## src/rtl/interleaver_ctrl_if.sv

```systemverilog
// Handshake and shift-register control bundle for interleaver_ctrl.
// The abort signal exists only when ILV_ABORT_EN is defined.
interface interleaver_ctrl_if;
    logic        k_size_6144;
    logic        in_valid;
    logic        in_ready;
    logic        ready_in;
    logic        out_ready;
    logic        sreg_shift;
    logic        sreg_clr;
    logic        k_sel;
    logic [13:0] mux_ind;
    logic        out_valid;
    logic        out_last;
    logic        busy;
    logic        block_done;
`ifdef ILV_ABORT_EN
    logic        abort;

    modport master (
        output k_size_6144, in_valid, ready_in, out_ready, abort,
        input  in_ready, sreg_shift, sreg_clr, k_sel, mux_ind,
               out_valid, out_last, busy, block_done
    );

    modport slave (
        input  k_size_6144, in_valid, ready_in, out_ready, abort,
        output in_ready, sreg_shift, sreg_clr, k_sel, mux_ind,
               out_valid, out_last, busy, block_done
    );
`else
    modport master (
        output k_size_6144, in_valid, ready_in, out_ready,
        input  in_ready, sreg_shift, sreg_clr, k_sel, mux_ind,
               out_valid, out_last, busy, block_done
    );

    modport slave (
        input  k_size_6144, in_valid, ready_in, out_ready,
        output in_ready, sreg_shift, sreg_clr, k_sel, mux_ind,
               out_valid, out_last, busy, block_done
    );
`endif
endinterface

```

## src/rtl/interleaver_ctrl.sv

```systemverilog
// Load/stream sequencer for a turbo-code interleaver block (K_SMALL or K_LARGE bits).
// Define ILV_ABORT_EN to add the abort input that flushes an in-flight block.
//
// state  | meaning
// IDLE   | waiting for the first byte of a block; k_size_6144 latched on accept
// LOAD   | shifting bytes into the input register until N = K/8 bytes
// FULL   | block loaded, waiting for ready_in
// STREAM | presenting bit indices 0..K-1 on mux_ind with valid/ready
// FLUSH  | one cycle: clear the shift register, then back to IDLE
module interleaver_ctrl #(
    parameter int K_SMALL = 1056,
    parameter int K_LARGE = 6144
) (
    input logic            CLOCK_50,
    input logic            KEY_0,
    interleaver_ctrl_if.slave bus
);

    typedef enum logic [2:0] {
        IDLE   = 3'd0,
        LOAD   = 3'd1,
        FULL   = 3'd2,
        STREAM = 3'd3,
        FLUSH  = 3'd4
    } state_t;

    localparam logic [9:0]  N_SMALL    = 10'(K_SMALL / 8);
    localparam logic [9:0]  N_LARGE    = 10'(K_LARGE / 8);
    localparam logic [13:0] LAST_SMALL = 14'(K_SMALL - 1);
    localparam logic [13:0] LAST_LARGE = 14'(K_LARGE - 1);

    state_t      state_q, state_d;
    logic [9:0]  cnt_q, cnt_d;
    logic [13:0] mux_q, mux_d;
    logic        k_sel_q, k_sel_d;
    logic        done_d;
    logic        in_ready_q;
    logic        out_valid_q;
    logic        out_last_q;
    logic        busy_q;
    logic        block_done_q;
    logic        sreg_clr_q;

    logic        accept;
    logic        abort_req;
    logic [9:0]  n_cur;
    logic [9:0]  n_new;
    logic [13:0] last_idx;

    assign accept   = bus.in_valid & in_ready_q;
    assign n_cur    = k_sel_q ? N_LARGE : N_SMALL;
    assign n_new    = bus.k_size_6144 ? N_LARGE : N_SMALL;
    assign last_idx = k_sel_q ? LAST_LARGE : LAST_SMALL;

`ifdef ILV_ABORT_EN
    // A block already in FLUSH is finishing anyway; abort only matters before that.
    assign abort_req = bus.abort && (state_q != IDLE) && (state_q != FLUSH);
`else
    assign abort_req = 1'b0;
`endif

    always_comb begin
        state_d = state_q;
        cnt_d   = cnt_q;
        mux_d   = mux_q;
        k_sel_d = k_sel_q;
        done_d  = 1'b0;
        case (state_q)
            IDLE: begin
                if (accept) begin
                    k_sel_d = bus.k_size_6144;
                    cnt_d   = 10'd1;
                    state_d = (n_new == 10'd1) ? FULL : LOAD;
                end
            end
            LOAD: begin
                if (accept) begin
                    cnt_d = cnt_q + 10'd1;
                    if (cnt_q + 10'd1 == n_cur) begin
                        state_d = FULL;
                    end
                end
            end
            FULL: begin
                if (bus.ready_in) begin
                    state_d = STREAM;
                    mux_d   = 14'd0;
                end
            end
            STREAM: begin
                if (out_valid_q && bus.out_ready) begin
                    if (mux_q == last_idx) begin
                        state_d = FLUSH;
                        mux_d   = 14'd0;
                        done_d  = 1'b1;
                    end else begin
                        mux_d = mux_q + 14'd1;
                    end
                end
            end
            FLUSH: begin
                state_d = IDLE;
                cnt_d   = 10'd0;
                mux_d   = 14'd0;
            end
            default: begin
                state_d = IDLE;
                cnt_d   = 10'd0;
                mux_d   = 14'd0;
            end
        endcase
        if (abort_req) begin
            state_d = FLUSH;
            cnt_d   = 10'd0;
            mux_d   = 14'd0;
            done_d  = 1'b0;
        end
    end

    // Outputs are registered from the next state so they are glitch-free and
    // drop to zero directly under the asynchronous reset.
    always_ff @(posedge CLOCK_50 or negedge KEY_0) begin
        if (!KEY_0) begin
            state_q      <= IDLE;
            cnt_q        <= 10'd0;
            mux_q        <= 14'd0;
            k_sel_q      <= 1'b0;
            in_ready_q   <= 1'b0;
            out_valid_q  <= 1'b0;
            out_last_q   <= 1'b0;
            busy_q       <= 1'b0;
            block_done_q <= 1'b0;
            sreg_clr_q   <= 1'b0;
        end else begin
            state_q      <= state_d;
            cnt_q        <= cnt_d;
            mux_q        <= mux_d;
            k_sel_q      <= k_sel_d;
            in_ready_q   <= (state_d == IDLE) || (state_d == LOAD);
            out_valid_q  <= (state_d == STREAM);
            out_last_q   <= (state_d == STREAM) && (mux_d == last_idx);
            busy_q       <= (state_d != IDLE);
            block_done_q <= done_d;
            sreg_clr_q   <= (state_d == FLUSH);
        end
    end

    assign bus.in_ready   = in_ready_q;
    assign bus.sreg_shift = accept;
    assign bus.sreg_clr   = sreg_clr_q;
    assign bus.k_sel      = k_sel_q;
    assign bus.mux_ind    = mux_q;
    assign bus.out_valid  = out_valid_q;
    assign bus.out_last   = out_last_q;
    assign bus.busy       = busy_q;
    assign bus.block_done = block_done_q;

endmodule

```

## src/flat_wrapper.sv

```systemverilog
// flat-port wrapper written by rule: the top's interface ports become plain ports
module interleaver_ctrl_flat 
#(
    parameter int K_SMALL = 1056,
    parameter int K_LARGE = 6144
)
  (CLOCK_50, KEY_0, bus_k_size_6144, bus_in_valid, bus_ready_in, bus_out_ready, bus_in_ready, bus_sreg_shift, bus_sreg_clr, bus_k_sel, bus_mux_ind, bus_out_valid, bus_out_last, bus_busy, bus_block_done);
  interleaver_ctrl_if bus_i ();
  input logic CLOCK_50;
  input logic KEY_0;
  input wire logic [$bits(bus_i.k_size_6144)-1:0] bus_k_size_6144;
  input wire logic [$bits(bus_i.in_valid)-1:0] bus_in_valid;
  input wire logic [$bits(bus_i.ready_in)-1:0] bus_ready_in;
  input wire logic [$bits(bus_i.out_ready)-1:0] bus_out_ready;
  output wire logic [$bits(bus_i.in_ready)-1:0] bus_in_ready;
  output wire logic [$bits(bus_i.sreg_shift)-1:0] bus_sreg_shift;
  output wire logic [$bits(bus_i.sreg_clr)-1:0] bus_sreg_clr;
  output wire logic [$bits(bus_i.k_sel)-1:0] bus_k_sel;
  output wire logic [$bits(bus_i.mux_ind)-1:0] bus_mux_ind;
  output wire logic [$bits(bus_i.out_valid)-1:0] bus_out_valid;
  output wire logic [$bits(bus_i.out_last)-1:0] bus_out_last;
  output wire logic [$bits(bus_i.busy)-1:0] bus_busy;
  output wire logic [$bits(bus_i.block_done)-1:0] bus_block_done;
  assign bus_i.k_size_6144 = bus_k_size_6144;
  assign bus_i.in_valid = bus_in_valid;
  assign bus_i.ready_in = bus_ready_in;
  assign bus_i.out_ready = bus_out_ready;
  assign bus_in_ready = bus_i.in_ready;
  assign bus_sreg_shift = bus_i.sreg_shift;
  assign bus_sreg_clr = bus_i.sreg_clr;
  assign bus_k_sel = bus_i.k_sel;
  assign bus_mux_ind = bus_i.mux_ind;
  assign bus_out_valid = bus_i.out_valid;
  assign bus_out_last = bus_i.out_last;
  assign bus_busy = bus_i.busy;
  assign bus_block_done = bus_i.block_done;
  interleaver_ctrl #(.K_SMALL(K_SMALL), .K_LARGE(K_LARGE)) u_core (.CLOCK_50(CLOCK_50), .KEY_0(KEY_0), .bus(bus_i));
endmodule
```

## config.mk

```make
export PLATFORM = sky130hd
export DESIGN_NAME = interleaver_ctrl_flat
export DESIGN_NICKNAME = d
export VERILOG_FILES = /design/src/rtl/interleaver_ctrl_if.sv /design/src/rtl/interleaver_ctrl.sv /design/src/flat_wrapper.sv
export SDC_FILE = /design/constraint.sdc
export NUM_CORES = 1
export LEC_CHECK = 0
export ABC_AREA = 0
export BUFFER_PORTS_ARGS = -buffer_cell sky130_fd_sc_hd__buf_2
export CAP_MARGIN = 25
export CORE_UTILIZATION = 52
export DETAILED_ROUTE_END_ITERATION = 8
export GPL_TIMING_DRIVEN = 0
export PLACE_DENSITY = 0.81
export SETUP_SLACK_MARGIN = 0.05
export SKIP_CTS_REPAIR_TIMING = 1
export SLEW_MARGIN = 20
export SYNTH_ARGS = -nofsm -noshare
export SYNTH_HDL_FRONTEND = slang
export SYNTH_SLANG_ARGS = --single-unit
```

## constraint.sdc

```tcl
create_clock -name CLOCK_50 -period 2.55 [get_ports CLOCK_50]
set_input_delay 0.1275 -clock CLOCK_50 [delete_from_list [all_inputs] [get_ports CLOCK_50]]
set_output_delay 0.1275 -clock CLOCK_50 [all_outputs]
set_load 0.01 [all_outputs]
```

## After elaboration in Yosys (flattened, before gate mapping)

Cells that the tools add are included.
W data, S select, Z words.

| cells by class | value |
|---|---|
| add/sub/neg operators | 2 |
| eq/ne operators | 12 |
| muxes and demuxes | 21 |
| bitwise gates (word level) | 2 |
| reductions and logical operators | 10 |

Operator list:

| operator | number |
|---|---|
| $mux W14 | 3 |
| $pmux W14 S3 | 1 |
| $mux W10 | 4 |
| $pmux W10 S3 | 1 |
| $eq A14 B14 Y1 | 2 |
| $mux W3 | 6 |
| $add A14 B1 Y14 const B | 1 |
| $mux W13 | 1 |
| $pmux W3 S4 | 1 |
| $add A10 B1 Y10 const B | 1 |
| $eq A10 B1 Y1 const B | 1 |
| $eq A10 B10 Y1 | 1 |
| $eq A3 B2 Y1 const B | 3 |
| $eq A3 B1 Y1 const B | 2 |
| $logic_not A3 Y1 | 2 |
| $ne A2 B2 Y1 const B | 2 |
| $reduce_or A2 Y1 | 2 |
| $eq A3 B3 Y1 const B | 1 |
| $mux W1 | 3 |
| $reduce_and A3 Y1 | 1 |
| $reduce_bool A3 Y1 | 1 |
| $logic_and A1 B1 Y1 | 2 |
| $mux W2 | 1 |
| $reduce_and A2 Y1 | 1 |
| other kinds (3) | 3 |

| storage, ports and cells | value |
|---|---|
| register bits | 34 |
| input port bits | 6 |
| output and inout bits | 22 |
| logic and storage cells | 57 |

## Logic depth before layout (Yosys ltp)

| depth | value |
|---|---|
| depth in word-level cells | 7 |
| depth in mapped cells | 8 |
| depth with buffers taken out | 8 |

## Worst setup path before layout

No wires, ideal clock.

| path | value |
|---|---|
| kind | flip-flop to flip-flop |
| from | reg u_core.mux_q[0], in the netlist u_core.bus.mux_ind[0] |
| to | reg u_core.out_last_q, in the netlist u_core.bus.out_last |
| setup time | 0.111 ns |
| arrival | 2.420 ns |
| data required time | 2.439 ns |
| path slack | 0.019 ns |
| stages on the path, launching flop included | 9 |
| path buffers | 0 |
| cells stage by stage | dfrtp_1 ha_1 nand3_2 nor4_4 o211a_1 nor2_2 a31o_2 or4_4 a2111oi_2 |

| on the way | value |
|---|---|
| cells in the longest elaborated chain, start to end | 6 |
| elaborated cells between the ends (all ways) | 12 |

Ends and longest elaborated chain:

| what | line | RTL |
|---|---|---|
| start: declaration | interleaver_ctrl.sv:34 | `logic [13:0] mux_q, mux_d;` |
| start signal: assignment | interleaver_ctrl.sv:137 | `mux_q <= mux_d;` |
| $add A14 B1 Y14 / $eq A14 B14 Y1 (equally long branches) | interleaver_ctrl.sv:97, interleaver_ctrl.sv:92 |  |
| $mux W14 (*) | interleaver_ctrl.sv:92 | `if (mux_q == last_idx) begin` |
| $mux W14 (*) | interleaver_ctrl.sv:91 | `if (out_valid_q && bus.out_ready) begin` |
| $pmux W14 S3 (*) | interleaver_ctrl.sv:68 | `case (state_q)` |
| net u_core.mux_d[7] | interleaver_ctrl.sv:34 |  |
| $eq A14 B14 Y1 (*) | interleaver_ctrl.sv:141 | `out_last_q <= (state_d == STREAM) && (mux_d == last_idx);` |
| $logic_and A1 B1 Y1 (*) | interleaver_ctrl.sv:141 |  |
| end signal: assignment | interleaver_ctrl.sv:141 |  |
| end: declaration | interleaver_ctrl.sv:39 | `logic out_last_q;` |

Mark *: on every way through the listed nets, which the timed path passes. The rest lies on a longest branch.
A chain may end at the register's enable or synchronous reset.

## Worst setup path in the final report

Ends and elaborated chain as after synthesis.

==> summary.md <==
| Metric | Value |
|---|---|
| Global-route wire length before repair | `8140 um` |
| Status | `finished with violations` |
| Worst Slack Setup Final | `-0.112 ns` |
| Net Count, Synth | `around 250` |
| Max cap viols | `0` |
| Yosys top cell area share | `a little over 40%` |
| Drt total wl | `about 5000 um` |
| Worst rel slew slack | `about half` |
| N_diodes | `0` |
| Total GRT Usage | `25.5%` |
| 1st-iter DRT viols | `~140` |
| Hold Path Stages | `2` |
| RR Endpoint | `u_core.bus.out_last$_DFF_PN0_` |
| Crit. End Element | `flop` |
| Non-Filler Instances | `327` |
| Internal reg-to-reg setup slack | `-0.11 ns` |
| Crit Reg-Reg Startpoint | `u_core.bus.mux_ind[0]$_DFF_PN0_` |
| Die H | `around 65 um` |
| Critical Path AT | `2.86 ns` |
| Hold crit path type | `in2reg` |
| Hold endpoint | `u_core.bus.k_sel$_DFFE_PN0P_` |
| Largest family of logic cells by synthesized area | `simple AND/OR/NAND/NOR gates` |
| Num ports | `28` |
| Commonest non-fill, non-tap cells in the layout | `32 x dfrtp_1, 28 x buf_2, 27 x nor2_1` |
| Area growth syn-to-layout | `19.4%` |
| Failing checks | `negative setup slack` |
| Post-synth EDFFs | `0` |
| Compound-Gate Fraction of Synth Area | `between 20% and 30%` |
| Initial antenna violation count | `0` |
| Main synth FF type | `dfrtp_1` |
| Synth top area cells | `dfrtp_1 41%, o21ai_0 5.5%, nor2_1 5.0%` |
| Peak VDD IR | `approximately 0.00040 V` |
| Total grt overflow | `0` |
| Met3 usage | `under 10%` |
| Cell Rows | `22` |
| Total CTS buffers | `5` |
| CTS Root Cell | `clkbuf_8` |
| Count of yosys warnings during synthesis | `0` |
| Synth area leader | `dfrtp_1` |
| CTS tree | `yes` |
| Pin count of the biggest net entering global routing | `35` |
| Simple-gate area share of the yosys netlist | `between 30% and 40%` |
| Distinct cell type count after synthesis | `57` |
| Vias in the first global route | `between 1500 and 2000` |
| Clock Skew | `approximately 0.005 ns` |
| Yosys reg bits | `34` |
| Drt drc | `0` |
| PD cells | `472 nW/um^2` |
| Max Slew Vio Count | `0` |
| Final min period | `about 2.7 ns` |
| Grt met2 use | `between 30% and 40%` |
| Synth Area in Adders | `1.19%` |
| RSZ-0062 raised after global routing | `yes` |
| Most common cell after layout, fill and taps aside | `dfrtp_1` |
| Worst slew pin tran | `about 0.75 ns` |
| Crit path kind | `reg2reg` |
| LEAKAGE | `between 1 and 1.5 nW` |
| GR Util met1 | `between 30% and 40%` |
| Fin area | `~2500 um^2` |
| First drt pass iteration count | `4` |
| Die Width | `approximately 65 um` |
| Worst skew pair latency | `~0.3 ns` |
| Vias per cell | `about 6.3` |
| Fin nets | `around 290` |
| WP data required | `2.74 ns` |
| PortBufs | `27` |
| GPL Wtd Cong | `around 0.97` |
| Clock transition at path regs | `~0.070 ns` |
| Starting Density | `between 50% and 60%` |
| Final hold vios | `0` |
| Clock Path Buffers | `2` |
| GRT Max-Usage Layer | `met2` |
| Via count | `2048` |
| Detailed-route wire length per cell | `~16 um` |
| Worst hold start | `bus_k_size_6144` |
| Period Utilization, post-route | `104%` |
| Crit-path max FO | `8` |
| Xor and xnor fraction of the mapped netlist area | `approximately 1.7%` |
| Core Region | `approximately 3800 um^2` |
| Seq/Total Area, Yosys | `between 40% and 50%` |
| CTS sink count | `34` |
| Avg Cell Area, Syn | `slightly below 9 um^2` |
| Cell Area, Synth | `2090 um^2` |
| Syn Inst Count | `239` |
| Max Clk Rate | `0.376 GHz` |
| Crit path launch type | `flop` |
| Placed cell count | `between 300 and 400` |
| Multiplexer share of the synthesized area | `1.97%` |
| Share of flip-flops with an asynchronous set or reset | `100%` |
| Layout cells sized above 1 | `a little under a quarter` |
| Area after DPL | `~2300 um^2` |
| DP Wirelength | `3530 um` |
| Worst Reg-to-Reg Cells | `8` |
| Final setup violation count | `1` |
| Final ANT Viol Nets | `0` |
| DIE AREA | `4290 um^2` |
| Htree depth | `2` |
## cell usage after synthesis, types with 3 or more instances
cell	n
a22o_1	4
a31oi_1	3
and3_1	5
clkbuf_1	8
dfrtp_1	34
inv_1	7
mux2i_1	3
nand2_1	20
nand2b_1	4
nand3_1	19
nand4_1	7
nor2_1	28
nor2b_1	3
nor3_1	10
nor4_1	4
o21ai_0	23
o31ai_1	5
xnor2_1	3
## worst max-delay path by stage
stage,startpoint,depth (start not counted),end,slack [ns]
2_1_floorplan,u_core.bus.mux_ind[1]$_DFF_PN0_,8,u_core.bus.out_last$_DFF_PN0_,0.12
3_3_place_gp,u_core.bus.mux_ind[1]$_DFF_PN0_,8,u_core.bus.out_last$_DFF_PN0_,-0.03
3_5_place_dp,u_core.bus.mux_ind[1]$_DFF_PN0_,8,u_core.bus.out_last$_DFF_PN0_,-0.06
4_1_cts,u_core.bus.mux_ind[1]$_DFF_PN0_,8,u_core.bus.out_last$_DFF_PN0_,-0.08
5_1_grt,u_core.bus.mux_ind[0]$_DFF_PN0_,8,u_core.bus.out_last$_DFF_PN0_,-0.21
6_report,u_core.bus.mux_ind[0]$_DFF_PN0_,8,u_core.bus.out_last$_DFF_PN0_,-0.11
## cell type report
cell class | count | area, um^2
fillers | 308 | 1270
well taps | 48 | 60.1
flip-flops and latches | 34 | 853
inverters | 7 | 26.3
plain buffers | 10 | 46.3
multi-input cells | 188 | 1250
repair buffers | 32 | 175
clock buffers | 7 | 86.3
clock inverters | 1 | 5.00
## routing by layer
metal	vias up	routed length [um]
met4	0	99
met1	983	2290
li1	975	-
met5	-	0
met2	77	2250
met3	13	444
## power by group
part	internal (W)	switching (W)	leakage, nW	total [W]
logic	0.0000625	0.0000964	0.557	0.000159
registers	0.000567	0.0000340	0.437	0.000601
clock network	0.000218	0.000202	0.0482	0.000420
## registers in the layout (all words and copies together) (netlist names)
register               count
u_core.bus.out_last        1
u_core.bus.in_ready        1
u_core.bus.sreg_clr        1
u_core.cnt_q              10
u_core.bus.k_sel           1
u_core.bus.busy            1
u_core.state_q             3
u_core.bus.mux_ind        14
u_core.bus.out_valid       1
u_core.bus.block_done      1
## critical path, stage by stage (launching register included)
cell and delay (ns):
dfrtp_2 0.45, ha_4 0.17, nand3_4 0.08, nor4_4 0.38, o211ai_4 0.19, a31o_1 0.25
a21o_1 0.20, or4_4 0.49, a2111oi_4 0.34
## kinds of logic after synthesis
kind of cell / after synthesis
adders and majority gates: 2
xor gates and xnor gates: 4
DFF: 34
and+or+nand+nor: 117
muxes: 4
AOI/OAI and AO/OA: 61
buffers and inverters: 17
## per-stage QoR
stage | TNS (ns) | util, % | hold WS (ns) | power, W | worst slack [ns]
finish | -0.112 | 66.3 | 0.0959 | 0.00118 | -0.112
floorplan | 0 | - | -0.168 | 0.000718 | 0.121
global placement | -0.0305 | 60.7 | 0.231 | 0.000757 | -0.0305
CTS | -0.0816 | 63.2 | -0.0864 | 0.00118 | -0.0816
global route | -0.207 | 66.3 | 0.0986 | 0.00124 | -0.207
detailed placement | -0.0566 | 60.7 | 0.236 | 0.000763 | -0.0566
No activity file was read; power rests on OpenSTA's default activity.
